[config.mk]
export PLATFORM = sky130hd
export DESIGN_NAME = text_console_writer
export DESIGN_NICKNAME = d
export VERILOG_FILES = /design/src/rtl/text_console_writer.sv
export SDC_FILE = /design/constraint.sdc
export NUM_CORES = 1
export LEC_CHECK = 0
export BUFFER_PORTS_ARGS = -buffer_cell sky130_fd_sc_hd__buf_2
export CAP_MARGIN = 20
export CORE_AREA = 3 3 133 135
export DETAILED_ROUTE_END_ITERATION = 12
export DIE_AREA = 0 0 136 138
export PLACE_DENSITY = 0.5
export SLEW_MARGIN = 15
export SYNTH_ARGS = -nofsm -noshare
export SYNTH_HDL_FRONTEND = slang
export SYNTH_SLANG_ARGS = --single-unit
[constraint.sdc]
create_clock -name clk -period 8.8 [get_ports clk]
set_input_delay 2.2 -clock clk [delete_from_list [all_inputs] [get_ports clk]]
set_output_delay 2.2 -clock clk [all_outputs]
set_load 0.01 [all_outputs]
[src/rtl/text_console_writer.sv]
// Character-stream console writer: cursor tracking, control codes, and
// ascending zero fills of the shared text/colour RAM for line and screen clears.
module text_console_writer #(
   parameter int unsigned COLS  = 79,
   parameter int unsigned ROWS  = 12,
   parameter int unsigned DEPTH = 1000
) (
   input  logic       clk,
   input  logic       rst,
   input  logic       in_valid,
   output logic       in_ready,
   input  logic [7:0] in_char,
   input  logic [7:0] in_color,
   output logic       wr_en,
   output logic [9:0] wr_addr,
   output logic [7:0] wr_char,
   output logic [7:0] wr_color,
   output logic [6:0] cursor_col,
   output logic [3:0] cursor_row,
   output logic       busy
);

   localparam int unsigned AW = 10;
   localparam int unsigned NW = AW + 1;
   localparam int unsigned CW = 7;
   localparam int unsigned RW = 4;
   localparam int unsigned DW = 8;

   localparam logic [CW-1:0] LAST_COL = CW'(COLS - 1);
   localparam logic [RW-1:0] LAST_ROW = RW'(ROWS - 1);

   typedef enum logic [1:0] {
      CLEAR_ALL,
      IDLE,
      CLEAR_LINE
   } state_t;

   state_t          state, state_n;
   logic [NW-1:0]   clr_cnt, clr_cnt_n;
   logic [CW-1:0]   col_n;
   logic [RW-1:0]   row_n;
   logic            wr_en_n;
   logic [AW-1:0]   wr_addr_n;
   logic [DW-1:0]   wr_char_n;
   logic [DW-1:0]   wr_color_n;
   logic            in_ready_n;
   logic            busy_n;

   logic            accept;
   logic [RW-1:0]   next_row;
   logic [AW-1:0]   line_base;
   logic [AW-1:0]   next_base;

   assign accept    = in_valid & in_ready;
   assign next_row  = (cursor_row == LAST_ROW) ? '0 : cursor_row + RW'(1);
   assign line_base = AW'(cursor_row) * AW'(COLS);
   assign next_base = AW'(next_row) * AW'(COLS);

   // State and all registered outputs
   always_ff @(posedge clk or posedge rst) begin
      if (rst) begin
         state      <= CLEAR_ALL;
         clr_cnt    <= '0;
         cursor_col <= '0;
         cursor_row <= '0;
         wr_en      <= 1'b0;
         wr_addr    <= '0;
         wr_char    <= '0;
         wr_color   <= '0;
         in_ready   <= 1'b0;
         busy       <= 1'b1;
      end else begin
         state      <= state_n;
         clr_cnt    <= clr_cnt_n;
         cursor_col <= col_n;
         cursor_row <= row_n;
         wr_en      <= wr_en_n;
         wr_addr    <= wr_addr_n;
         wr_char    <= wr_char_n;
         wr_color   <= wr_color_n;
         in_ready   <= in_ready_n;
         busy       <= busy_n;
      end
   end

   // Next-state and output decode; a clear that starts on an accept issues its
   // first fill write immediately so the fill occupies the following cycles.
   always_comb begin
      state_n    = state;
      clr_cnt_n  = clr_cnt;
      col_n      = cursor_col;
      row_n      = cursor_row;
      wr_en_n    = 1'b0;
      wr_addr_n  = wr_addr;
      wr_char_n  = wr_char;
      wr_color_n = wr_color;
      in_ready_n = in_ready;
      busy_n     = busy;

      case (state)
         CLEAR_ALL: begin
            if (clr_cnt < NW'(DEPTH)) begin
               wr_en_n    = 1'b1;
               wr_addr_n  = AW'(clr_cnt);
               wr_char_n  = '0;
               wr_color_n = '0;
               clr_cnt_n  = clr_cnt + NW'(1);
            end else begin
               state_n    = IDLE;
               clr_cnt_n  = '0;
               in_ready_n = 1'b1;
               busy_n     = 1'b0;
            end
         end

         CLEAR_LINE: begin
            if (clr_cnt < NW'(COLS)) begin
               wr_en_n    = 1'b1;
               wr_addr_n  = line_base + AW'(clr_cnt);
               wr_char_n  = '0;
               wr_color_n = '0;
               clr_cnt_n  = clr_cnt + NW'(1);
            end else begin
               state_n    = IDLE;
               clr_cnt_n  = '0;
               in_ready_n = 1'b1;
               busy_n     = 1'b0;
            end
         end

         IDLE: begin
            if (accept) begin
               if (in_char >= 8'h20 && in_char <= 8'h7E) begin
                  wr_en_n    = 1'b1;
                  wr_addr_n  = line_base + AW'(cursor_col);
                  wr_char_n  = in_char;
                  wr_color_n = in_color;
                  if (cursor_col == LAST_COL) begin
                     // Character lands first; the new row's fill follows next cycle
                     col_n      = '0;
                     row_n      = next_row;
                     clr_cnt_n  = '0;
                     state_n    = CLEAR_LINE;
                     in_ready_n = 1'b0;
                     busy_n     = 1'b1;
                  end else begin
                     col_n = cursor_col + CW'(1);
                  end
               end else if (in_char == 8'h0A) begin
                  col_n      = '0;
                  row_n      = next_row;
                  wr_en_n    = 1'b1;
                  wr_addr_n  = next_base;
                  wr_char_n  = '0;
                  wr_color_n = '0;
                  clr_cnt_n  = NW'(1);
                  state_n    = CLEAR_LINE;
                  in_ready_n = 1'b0;
                  busy_n     = 1'b1;
               end else if (in_char == 8'h0D) begin
                  col_n = '0;
               end else if (in_char == 8'h08) begin
                  if (cursor_col != '0) begin
                     col_n      = cursor_col - CW'(1);
                     wr_en_n    = 1'b1;
                     wr_addr_n  = line_base + AW'(cursor_col) - AW'(1);
                     wr_char_n  = '0;
                     wr_color_n = '0;
                  end
               end else if (in_char == 8'h0C) begin
                  col_n      = '0;
                  row_n      = '0;
                  wr_en_n    = 1'b1;
                  wr_addr_n  = '0;
                  wr_char_n  = '0;
                  wr_color_n = '0;
                  clr_cnt_n  = NW'(1);
                  state_n    = CLEAR_ALL;
                  in_ready_n = 1'b0;
                  busy_n     = 1'b1;
               end
            end
         end

         default: begin
            state_n = CLEAR_ALL;
         end
      endcase
   end

endmodule

* Word level (Yosys, flattened, before mapping)
Cells that the tools add are included.
** Word-level totals
- Bits in registers :: 53
- Bits of input ports :: 19
- Output and inout bits :: 40
- Logic and storage cells :: 146
** Cells by class
- Add/subtract/negate cells :: 7
- Multiply operators :: 2
- $lt $le $gt $ge :: 4
- Eq/ne operators :: 23
- Mux-type cells :: 87
- Bitwise operators :: 1
- Reduce and logical (&&, ||, !) cells :: 12
** Operator list (number)
- 11-bit two-way mux :: 9
- 10-bit two-way mux :: 9
- 8-bit two-way mux :: 11
- 7-bit two-way mux :: 7
- 8-bit one-hot mux with 3 select lines :: 2
- 11-bit one-hot mux with 3 select lines :: 1
- 8-bit by 4-bit == test with 1-bit output (second input constant) :: 4
- 10-bit one-hot mux with 3 select lines :: 1
- 4-bit two-way mux :: 7
- 1-bit two-way mux :: 27
- 4-bit by 7-bit multiplier with 10-bit output (second input constant) :: 2
- 2-bit two-way mux :: 9
- 7-bit AND reduction :: 2
- 4-bit inequality test (second input constant) :: 3
- 6-bit AND reduction :: 2
- 11-bit by 1-bit adder with 11-bit output (second input constant) :: 1
- 11-bit by 10-bit less-than comparator with 1-bit output (second input constant) :: 1
- 11-bit by 7-bit less-than comparator with 1-bit output (second input constant) :: 1
- 10-bit adder :: 1
- 10-bit by 7-bit adder with 10-bit output :: 1
- 2-bit inequality test (second input constant) :: 5
- 5-bit inequality test (second input constant) :: 2
- 10-bit by 1-bit subtractor with 10-bit output (second input constant) :: 1
- 3-bit inequality test (second input constant) :: 3
- other kinds (21) :: 24

* Longest topological paths before layout
Gate-level depths: netlist of run 1.
- Word-level depth :: 10
- Depth in mapped cells :: 18
- Depth with buffers taken out :: 18

* Worst setup path before layout of run 1
No wires, ideal clock.
- Path type :: reg-to-reg
- From :: reg cursor_row[1]
- To :: reg wr_addr[9]
- Library setup time :: 130 ps
- Arrival time :: 4280 ps
- Required time :: 8670 ps
- Setup slack :: 4391 ps
- Stages on the path, launching flop included :: 17
- Buffers on the path :: 0
- Clock period less this slack :: 4409 ps
- Cells stage by stage :: dfrtp_1 > fa_1 > inv_1 > fa_1 > inv_1 > fa_1 > a21oi_1 > o21ai_0 > xor2_1 > ha_1 > or3_1 > o32ai_1 > or2_2 > nand3_1 > o311a_2 > o21ai_1 > a31oi_1
** On the way
- Longest elaborated chain between the ends :: 10
- Elaborated cells on any way between the ends :: 16
- Classes of those cells :: add/sub (4); mul (2); eq/ne (1); mux (9)
** Ends and longest elaborated chain
- start, declared :: RTL line 19 : output logic [3:0] cursor_row,
- start signal, assigned :: RTL line 76 : cursor_row <= row_n;
- 4-bit by 7-bit multiplier with 10-bit output :: RTL line 56 : assign line_base = AW'(cursor_row) * AW'(COLS);
- 10-bit by 7-bit adder with 10-bit output :: RTL line 135, 166
- 10-bit by 1-bit subtractor with 10-bit output :: RTL line 166 : wr_addr_n = line_base + AW'(cursor_col) - AW'(1);
- 10-bit two-way mux :: RTL line 163 : if (cursor_col != '0) begin
- 10-bit two-way mux :: RTL line 162 : end else if (in_char == 8'h08) begin
- 10-bit two-way mux :: RTL line 160 : end else if (in_char == 8'h0D) begin
- 10-bit two-way mux :: RTL line 149 : end else if (in_char == 8'h0A) begin
- 10-bit two-way mux :: RTL line 133 : if (in_char >= 8'h20 && in_char <= 8'h7E) begin
- 10-bit two-way mux :: RTL line 132 : if (accept) begin
- 10-bit one-hot mux with 3 select lines (*) :: RTL line 100 : case (state)
- end signal, assigned :: RTL line 78 : wr_addr <= wr_addr_n;
- end, declared :: RTL line 15 : output logic [9:0] wr_addr,
Mark *: on every way between the ends. The rest lies on a longest branch, timed or not. The select of a mux whose other input is x is not followed.
A chain may end at the register's enable or synchronous reset.

* Worst setup path after layout of run 1
Ends and elaborated chain as after synthesis.

==> results_dict.tcl, run 1 <==
set metrics [dict create \
    drv_cap 0 \
    status "completed" \
    p_switching_w 0.0001263 \
    worst_ep_arrival_time_ns 5.22 \
    antenna_found_initial 0 \
    portBuffers 58 \
    synth-edff-count 0 \
    hp-class "reg -> reg" \
    crit_path_max_fanout 9 \
    detailedPlacementHpwl_um 11610 \
    skew_ns 0.01162 \
    dr_total_vias 4649 \
    synth_seq_cells 53 \
    worst_setup_path_start_kind "register" \
    period_share_pct 57.12 \
    p_per_area_nw_per_um2 85.93 \
    drc 0 \
    cp-startpoint "cursor_row[1]" \
    critPathCapture "wr_addr[9]" \
    cts_resized 0 \
    syn_area_per_cell_sq_um 8.429 \
    tightest_slew_ns 1.020 \
    n_antenna_cell 0 \
    r2r-start "cursor_row[1]" \
    yosys_warnings 0 \
    placed_cell_area_sq_um 5482 \
    final_cell_area_sq_um 5633 \
    cts_sinks 53 \
    grt_pass1_vias 4489 \
    ir_drop_v 0.00006961 \
    layout_common_cells "nand2_1, buf_2, ha_1" \
    syn_inst 589 \
    globalplace.congestion 0.8182 \
    p_seq_share_pct 50.3 \
    async_reset_ff_share_pct 100.0 \
    root_buffer "clkbuf_16" \
    ant_nets 0 \
    ys_types 74 \
    io_pins 59 \
    wl_um 15010 \
    nets 720 \
    finalMaxSlewViolations 0 \
    post-cts-setup-buffer-count 0 \
    grt_max_degree 54 \
    cts_max_path_buffers 2 \
    seqCellArea_sq_um 1328 \
    worstRegToRegCells 16 \
    holdBufCountCts 0 \
    globalRouteOverflowTotal 0 \
    hold_viol 0 \
    rr_endpoint "wr_addr[9]" \
    synth-main-ff-cell "dfrtp_1" \
    grt_pass1_wl_um 23790 \
    clkPwrFrac_pct 45.2 \
    fillCellCount 1767 \
    die_h_um 138 \
    drt_iter0_markers 276 \
    setup_tns_ns 0 \
    required_ns 9.00 \
    chipWidth_um 136 \
    pwr-share-comb_pct 4.5 \
    drt-pass1-iter-count 5 \
    min_period_ns 5.027 \
    rsz0062_at_grt "false" \
    drive_gt1_share_pct 14.87 \
    cts_buffers 5 \
    path_clk_slew_ns 0.09 \
    syn_area_sq_um 4965 \
    whs_ns 0.4655 \
    crit_type "reg -> reg" \
    finalSetupViolCount 0 \
    multi_input_area_sq_um 3427 \
    core_area_sq_um 16580 \
    p_int_w 0.0003578 \
    p_leak_nw 2.726 \
    grt_use_total_pct 15.72 \
    num_rows 47 \
    end_kind "register" \
    area_growth_pct 13.46 \
    swShare_pct 26.09 \
    ys_seq_area_share_pct 26.74 \
    layout_commonest_cell "nand2_1" \
    cts_tree "done" \
    routed_via_density 5.412 \
    rrSetupSlack_ns 3.77 \
    slew-limit-headroom_pct 32.03 \
    synth_nets 671 \
    wl_per_cell_um 17.47 \
    htreeDepth 2 \
    start_util_pct 29.94 \
    clock_latency_ns 0.31 \
    dieArea_sq_um 18770 \
    max_freq_mhz 198.9 \
]
critical path, cell delays in order, from the launching register on:
cell and delay, ns:
dfrtp_1 0.51, fa_1 0.60, inv_1 0.06, fa_1 0.50, inv_1 0.07, fa_1 0.46
a21oi_1 0.22, o21ai_0 0.13, xor2_1 0.33, ha_1 0.34, or3_1 0.37, o32ai_1 0.19
or2_2 0.19, nand3_1 0.24, o311a_2 0.46, o21ai_1 0.15, a31oi_1 0.09
worst min path at each step:
| stage | startpoint | end | slack (ns) | cells past startpoint |
|---|---|---|---|---|
| after floorplan | clr_cnt[10] | clr_cnt[10] | 0.49 | 2 |
| after global placement | wr_color[4] | wr_color[4] | 0.45 | 2 |
| after detailed placement | wr_char[4] | wr_char[4] | 0.45 | 2 |
| after CTS | wr_char[4] | wr_char[4] | 0.47 | 2 |
| after global routing | wr_color[3] | wr_color[3] | 0.49 | 2 |
| final | wr_char[3] | wr_char[3] | 0.47 | 2 |
registers in the layout, summed over array words and instances (netlist names), 2 cells and up:
| signal | count |
|---|---|
| cursor_row | 4 |
| wr_addr | 10 |
| wr_color | 8 |
| state | 2 |
| clr_cnt | 11 |
| cursor_col | 7 |
| wr_char | 8 |
area by class of cell:
type,instances,share of cell area (%)
multi-input cells,480,60.84
flip-flops and latches,53,23.57
repair buffers,61,5.553
well taps,220,4.887
inverters,37,2.466
clock buffers,5,2.221
clock inverters,3,0.4665
cells by family after synthesis:
kind of cell	share of synthesized area (%)
simple gates	20.97
compound gates	23.56
fa+ha+maj	17.39
buf+inv	4.335
flops	26.74
xor+xnor	5.645
mux	1.361
Yosys cell counts (all sizes together), types with 8 or more instances:
master | count | share of area, %
nand2 | 72 | 5.5
ha | 53 | 13
dfrtp | 52 | 26
nor2 | 48 | 3.7
o21ai | 42 | 4.2
inv | 37 | 2.8
a21oi | 28 | 2.8
nand3 | 25 | 2.5
xnor2 | 17 | 3.0
clkbuf | 15 | 1.1
xor2 | 15 | 2.6
o31ai | 14 | 2.1
a21o | 12 | 1.8
a31oi | 11 | 1.7
fa | 10 | 4.0
nand4 | 8 | 1.0
stage by stage:
| stage | worst slack (ns) | std cells | total power, W | util (%) |
|---|---|---|---|---|
| after floorplan | 4.391 | 589 | 0.0002596 | - |
| after global placement | 3.793 | 850 | 0.0002698 | 33.01 |
| after detailed placement | 3.791 | 851 | 0.0002702 | 33.05 |
| after CTS | 3.778 | 859 | 0.0004892 | 33.97 |
| after global routing | 3.535 | 859 | 0.0005017 | 33.97 |
| final | 3.773 | 859 | 0.0004841 | 33.97 |
layer usage:
metal | global-route usage (%) | vias to the layer above | share of wire, %
li1 | - | 2241 | -
met4 | 4.032 | 0 | 1.8
met1 | 21.19 | 2240 | 45
met3 | 2.326 | 20 | 5.5
met5 | 0 | - | 0
met2 | 26.31 | 148 | 47
power groups by stage:
stage	Combinational [W]	Clock, W	Sequential [W]
CTS	0.0000221	0.000224	0.000243
global placement	0.0000216	0	0.000248
detailed placement	0.0000221	0	0.000248
floorplan	0.0000114	0	0.000248
global route	0.0000243	0.000234	0.000243
finish	0.0000218	0.000219	0.000243
Power figures use the tool's default switching activity.
==> run 2, diff against run 1 <==
Settings changed: PLACE_DENSITY 0.5 to 0.52.
Clock period 8.8 ns to 4 ns, I/O delays scaled along.
==> results_dict.tcl, run 2 (synthesis results as in run 1) <==
set metrics [dict create \
    tightest_slew_ns 0.7173 \
    holdPathStages 2 \
    finalSetupViolCount 5 \
    crit_chain "fa_1 -> inv_1 -> fa_1 -> inv_2 -> fa_2 -> xor2_2 -> ha_1 -> o21a_1 -> o31a_1 -> o311a_1 -> o211ai_1 -> xor2_2 -> or3b_1 -> nand3_1 -> a31oi_1" \
    largest_reg_flops 11 \
    cp-startpoint "cursor_row[2]" \
    cts_sinks 53 \
    p_seq_share_pct 50.6 \
    p_per_area_nw_per_um2 166.2 \
    drt-pass1-iter-count 5 \
    power_w 0.001058 \
    cts_tree "done" \
    swShare_pct 25.53 \
    min_period_ns 4.182 \
    clock_latency_ns 0.31 \
    globalRouteOverflowTotal 0 \
    violations "negative setup slack" \
    worst_ep_arrival_time_ns 4.36 \
    wl_um 15000 \
    num_rows 47 \
    chipWidth_um 136 \
    grt_use_total_pct 15.82 \
    end_kind "register" \
    detailedPlacementHpwl_um 11550 \
    ant_nets 0 \
    cts_max_path_buffers 2 \
    cpLargestDelayFamily "adder cells" \
    setup_tns_ns -0.5865 \
    pwr-share-comb_pct 4.6 \
    nets 775 \
    path_clk_slew_ns 0.09 \
    dieArea_sq_um 18770 \
    n_antenna_cell 0 \
    rr_endpoint "wr_addr[8]" \
    crit_cells 15 \
    area_growth_pct 28.18 \
    critPathCapture "wr_addr[8]" \
    start_util_pct 29.94 \
    required_ns 4.18 \
    fin_ws_ns -0.1821 \
    core_area_sq_um 16580 \
    max_freq_mhz 239.1 \
    p_switching_w 0.0002701 \
    layout_common_cells "nand2_1, buf_2, buf_4" \
    slew-limit-headroom_pct 52.18 \
    wl_per_cell_um 16.41 \
    die_h_um 138 \
    io_pins 59 \
    grt_pass1_vias 4712 \
    finalMaxSlewViolations 0 \
    slowest_stage "fa_1" \
    crit_path_max_fanout 3 \
    clkPwrFrac_pct 44.8 \
    cts_buffers 5 \
    antenna_found_initial 0 \
    drc 0 \
    r2r-start "cursor_row[2]" \
    worstRegToRegCells 15 \
    root_buffer "clkbuf_16" \
    ir_drop_v 0.0001691 \
    layout_commonest_cell "nand2_1" \
    drt_iter0_markers 324 \
    rsz0062_at_grt "true" \
    period_share_pct 104.6 \
    routed_via_density 5.246 \
    drive_gt1_share_pct 27.95 \
    status "finished, violations left" \
    p_int_w 0.0007876 \
    crit_buf_inv 2 \
    htreeDepth 2 \
    hold_viol 0 \
    p_leak_nw 3.031 \
    worst_setup_path_start_kind "register" \
    skew_ns 0.01409 \
    grt_max_degree 54 \
    crit_type "reg -> reg" \
    largestRegisters "clr_cnt (11), wr_addr (10)" \
    drv_cap 0 \
    dr_total_vias 4795 \
    cp_slowest_stage_delay_ns 0.56 \
    hp-class "reg -> reg" \
    rrSetupSlack_ns -0.18 \
    regMostFlops "clr_cnt" \
    portBuffers 58 \
    globalplace.congestion 0.8331 \
    grt_pass1_wl_um 24280 \
]
[run 2: changes by cell type in the layout (fill, tap and decap cells not counted), moves of 4 or more]
| cell | change |
|---|---|
| a21oi_1 | -6 |
| xor2_1 | -6 |
| buf_4 | +55 |
| o21ai_0 | -9 |
| ha_1 | -4 |
| xor2_2 | +5 |
| a21oi_4 | +4 |
| o21ai_1 | +6 |
[run 2: worst min-delay path by stage]
stage / start / to / slack (ns)
after CTS: wr_color[2] / wr_color[2] / 0.47
after floorplan: clr_cnt[10] / clr_cnt[10] / 0.49
after global routing: wr_color[4] / wr_color[4] / 0.49
after detailed placement: wr_color[2] / wr_color[2] / 0.46
after global placement: wr_color[3] / wr_color[3] / 0.44
final: wr_color[2] / wr_color[2] / 0.47
[run 2: power by group through the flow]
stage	combinational, W	clock (W)	sequential [W]
final	0.0000486	0.000474	0.000535
after global routing	0.0000551	0.000513	0.000535
after CTS	0.0000492	0.000494	0.000535
after detailed placement	0.0000490	0	0.000546
after global placement	0.0000482	0	0.000546
after floorplan	0.0000252	0	0.000546
[run 2: worst register-to-register path, cell delays in order (launching register included)]
cell	delay, ns
dfrtp_2	0.42
fa_1	0.56
inv_1	0.05
fa_1	0.49
inv_2	0.06
fa_2	0.38
xor2_2	0.17
ha_1	0.30
o21a_1	0.12
o31a_1	0.13
o311a_1	0.32
o211ai_1	0.27
xor2_2	0.23
or3b_1	0.37
nand3_1	0.09
a31oi_1	0.08
[run 2: cell type report]
cell class	instances	area [sq um]
Clock buffer	5	125.1
Sequential cell	53	1331
Multi-Input combinational cell	480	3741
Tap cell	220	275.3
Timing Repair Buffer	116	725.7
Inverter	37	138.9
Fill cell	1721	10220
Clock inverter	3	26.28
[run 2: what timing repair did]
item / CTS / global route
endpoints found under the hold margin: 0 / 0
setup buffers: 1 / 4
gates resized for setup: 7 / 38
hold buffers: 0 / 0
setup endpoints to repair: 7 / 7
pin swaps: 5 / 25
[run 2: routing by layer]
layer  track usage (%)  vias up  routed length [um]
met5                 0        -                   0
met4             3.873        0                 218
met3             2.180       11                 671
met2             25.95      104                7124
met1             21.99     2335                6981
li1                  -     2345                   -
[run 2: per-stage QoR]
step	hold WS, ns	utilization [%]	instance area [sq um]	cells	setup slack, ns
final	0.4702	38.37	6364	914	-0.1821
after detailed placement	0.4556	35.88	5949	902	-0.2139
after CTS	0.4740	36.90	6120	911	-0.2040
after global routing	0.4946	38.37	6364	914	-0.3529
after floorplan	0.4903	-	5050	589	-0.1701
after global placement	0.4435	35.88	5949	902	-0.1143
==> run 3, diff against run 2 <==
Settings changed: CORE_AREA 3 3 133 135 to 3 3 100 102, DIE_AREA 0 0 136 138 to 0 0 103 105, PLACE_DENSITY 0.52 to 0.81.
==> results_dict.tcl, run 3 (synthesis results as in run 1) <==
set metrics [dict create \
    grtUsageMet3_pct 3.872 \
    p_leak_nw 3.044 \
    regMostFlops "clr_cnt" \
    dp.cells 789 \
    fin_ws_ns -0.2433 \
    max_freq_mhz 235.7 \
    layout_commonest_cell "nand2_1" \
    largest_reg_flops 11 \
    crit_cells 14 \
    grt_use_total_pct 26.61 \
    grt_pass1_wl_um 23430 \
    wl_per_cell_um 18.96 \
    violations "negative setup slack" \
    cts_sinks 53 \
    finalSetupViolCount 4 \
    io_pins 59 \
    layout_common_cells "nand2_1, buf_4, buf_2" \
    ir_drop_v 0.0001451 \
    fillCellCount 700 \
    num_rows 35 \
    drv_cap 0 \
    use_met2_pct 44.04 \
    drive_gt1_share_pct 29.81 \
    routed_via_density 6.363 \
    crit_type "reg -> reg" \
    n_antenna_cell 0 \
    tightest_slew_ns 0.6840 \
    crit_buf_inv 2 \
    holdPathStages 2 \
    drc 0 \
    worst_ep_arrival_time_ns 4.46 \
    p_per_area_nw_per_um2 146.9 \
    stdcell_count 812 \
    core_area_sq_um 9196 \
    globalplace.congestion 0.9585 \
    crit_chain "fa_1 -> inv_2 -> fa_1 -> inv_2 -> fa_2 -> ha_4 -> o21a_1 -> o31a_1 -> o311a_1 -> o211ai_1 -> xor2_2 -> or3b_1 -> nand3_1 -> a31oi_1" \
    slew-limit-headroom_pct 54.40 \
    root_buffer "clkbuf_8" \
    globalRouteOverflowTotal 0 \
    grt_max_degree 30 \
    status "finished, violations left" \
    cts_max_path_buffers 2 \
    drt-pass1-iter-count 6 \
    globalRouteMet1Util_pct 34.67 \
    grt.busiest_layer "met2" \
    finalMaxSlewViolations 0 \
    skew_ns 0.01422 \
    dr_total_vias 5167 \
    min_period_ns 4.243 \
    cp_slowest_stage_delay_ns 0.57 \
    dieArea_sq_um 10820 \
    chipWidth_um 103 \
    end_kind "register" \
    largestRegisters "clr_cnt (11), wr_addr (10)" \
    path_clk_slew_ns 0.12 \
    htreeDepth 2 \
    antenna_found_initial 0 \
    slowest_stage "fa_1" \
    cts_tree "done" \
    wl_um 15400 \
    nets 782 \
    worst_setup_path_start_kind "register" \
    holdBufCountCts 0 \
    hold_viol 0 \
    drt_iter0_markers 425 \
    required_ns 4.22 \
    power_w 0.0009270 \
    grt_pass1_vias 4825 \
    clock_latency_ns 0.33 \
    die_h_um 105 \
    crit_path_max_fanout 4 \
    portBuffers 58 \
    period_share_pct 106.1 \
    hp-class "reg -> reg" \
    cts_buffers 5 \
    rsz0062_at_grt "true" \
    start_util_pct 53.99 \
    placed_cell_area_sq_um 5783 \
    ant_nets 0 \
    setup_tns_ns -0.6275 \
    detailedPlacementHpwl_um 10820 \
    cpLargestDelayFamily "adder cells" \
    area_growth_pct 27.09 \
    final_cell_area_sq_um 6310 \
    worstRegToRegCells 14 \
]
[run 3: repair_timing]
| action | CTS | global route |
|---|---|---|
| setup buffers | 4 | 13 |
| pin swaps | 19 | 33 |
| resized for setup | 14 | 51 |
| setup endpoints to repair | 7 | 7 |
[run 3: power by group]
group	leakage, nW	internal, W	total, W	switching [W]
clock network	0.0423	0.000128	0.000344	0.000215
registers	0.682	0.000536	0.000536	0
logic	2.32	0.0000147	0.0000479	0.0000332
[run 3: worst reg2reg max path, delay by kind of cell, from the launching register on]
| kind | cells | cell delay [ns] |
|---|---|---|
| flip-flops | 1 | 0.44 |
| XOR/XNOR | 1 | 0.27 |
| adder cells (fa/ha/maj) | 4 | 1.86 |
| AO/OA/AOI/OAI | 5 | 1.00 |
| buffers and inverters | 2 | 0.11 |
| AND/OR/NAND/NOR | 2 | 0.48 |
[run 3: routing by layer]
metal  part of all wire [%]  wire length (um)
met1                     41              6279
met2                     48              7426
met3                    7.1              1092
met4                    3.9               601
met5                      0                 0
[run 3: per-stage QoR]
step | hold slack, ns | util (%) | worst slack [ns]
after CTS | 0.4768 | 64.80 | -0.1900
after global placement | 0.4439 | 62.88 | -0.08037
final | 0.4730 | 68.61 | -0.2433
after detailed placement | 0.4521 | 62.88 | -0.1971
after floorplan | 0.4903 | - | -0.1701
after global routing | 0.5196 | 68.61 | -0.4390
[run 3: cell type report]
cell class	count	area (sq um)	area share [%]
repair buffers	123	797.0	12.63
inverters	37	141.4	2.241
clock buffers	5	68.82	1.091
clock inverters	3	26.28	0.4164
well taps	111	138.9	2.201
flip-flops and latches	53	1331	21.10
multi-input cells	480	3806	60.32
[run 3: path summary, 6_finish.rpt]
kind / startpoint / end / slack, ns
max in group asynchronous: rst / busy / 2.43
max reg2reg: cursor_row[2] / wr_addr[8] / -0.24
max: cursor_row[2] / wr_addr[8] / -0.24
min reg2reg: wr_char[4] / wr_char[4] / 0.47
min in group asynchronous: rst / wr_addr[3] / 0.74
min: wr_char[4] / wr_char[4] / 0.47
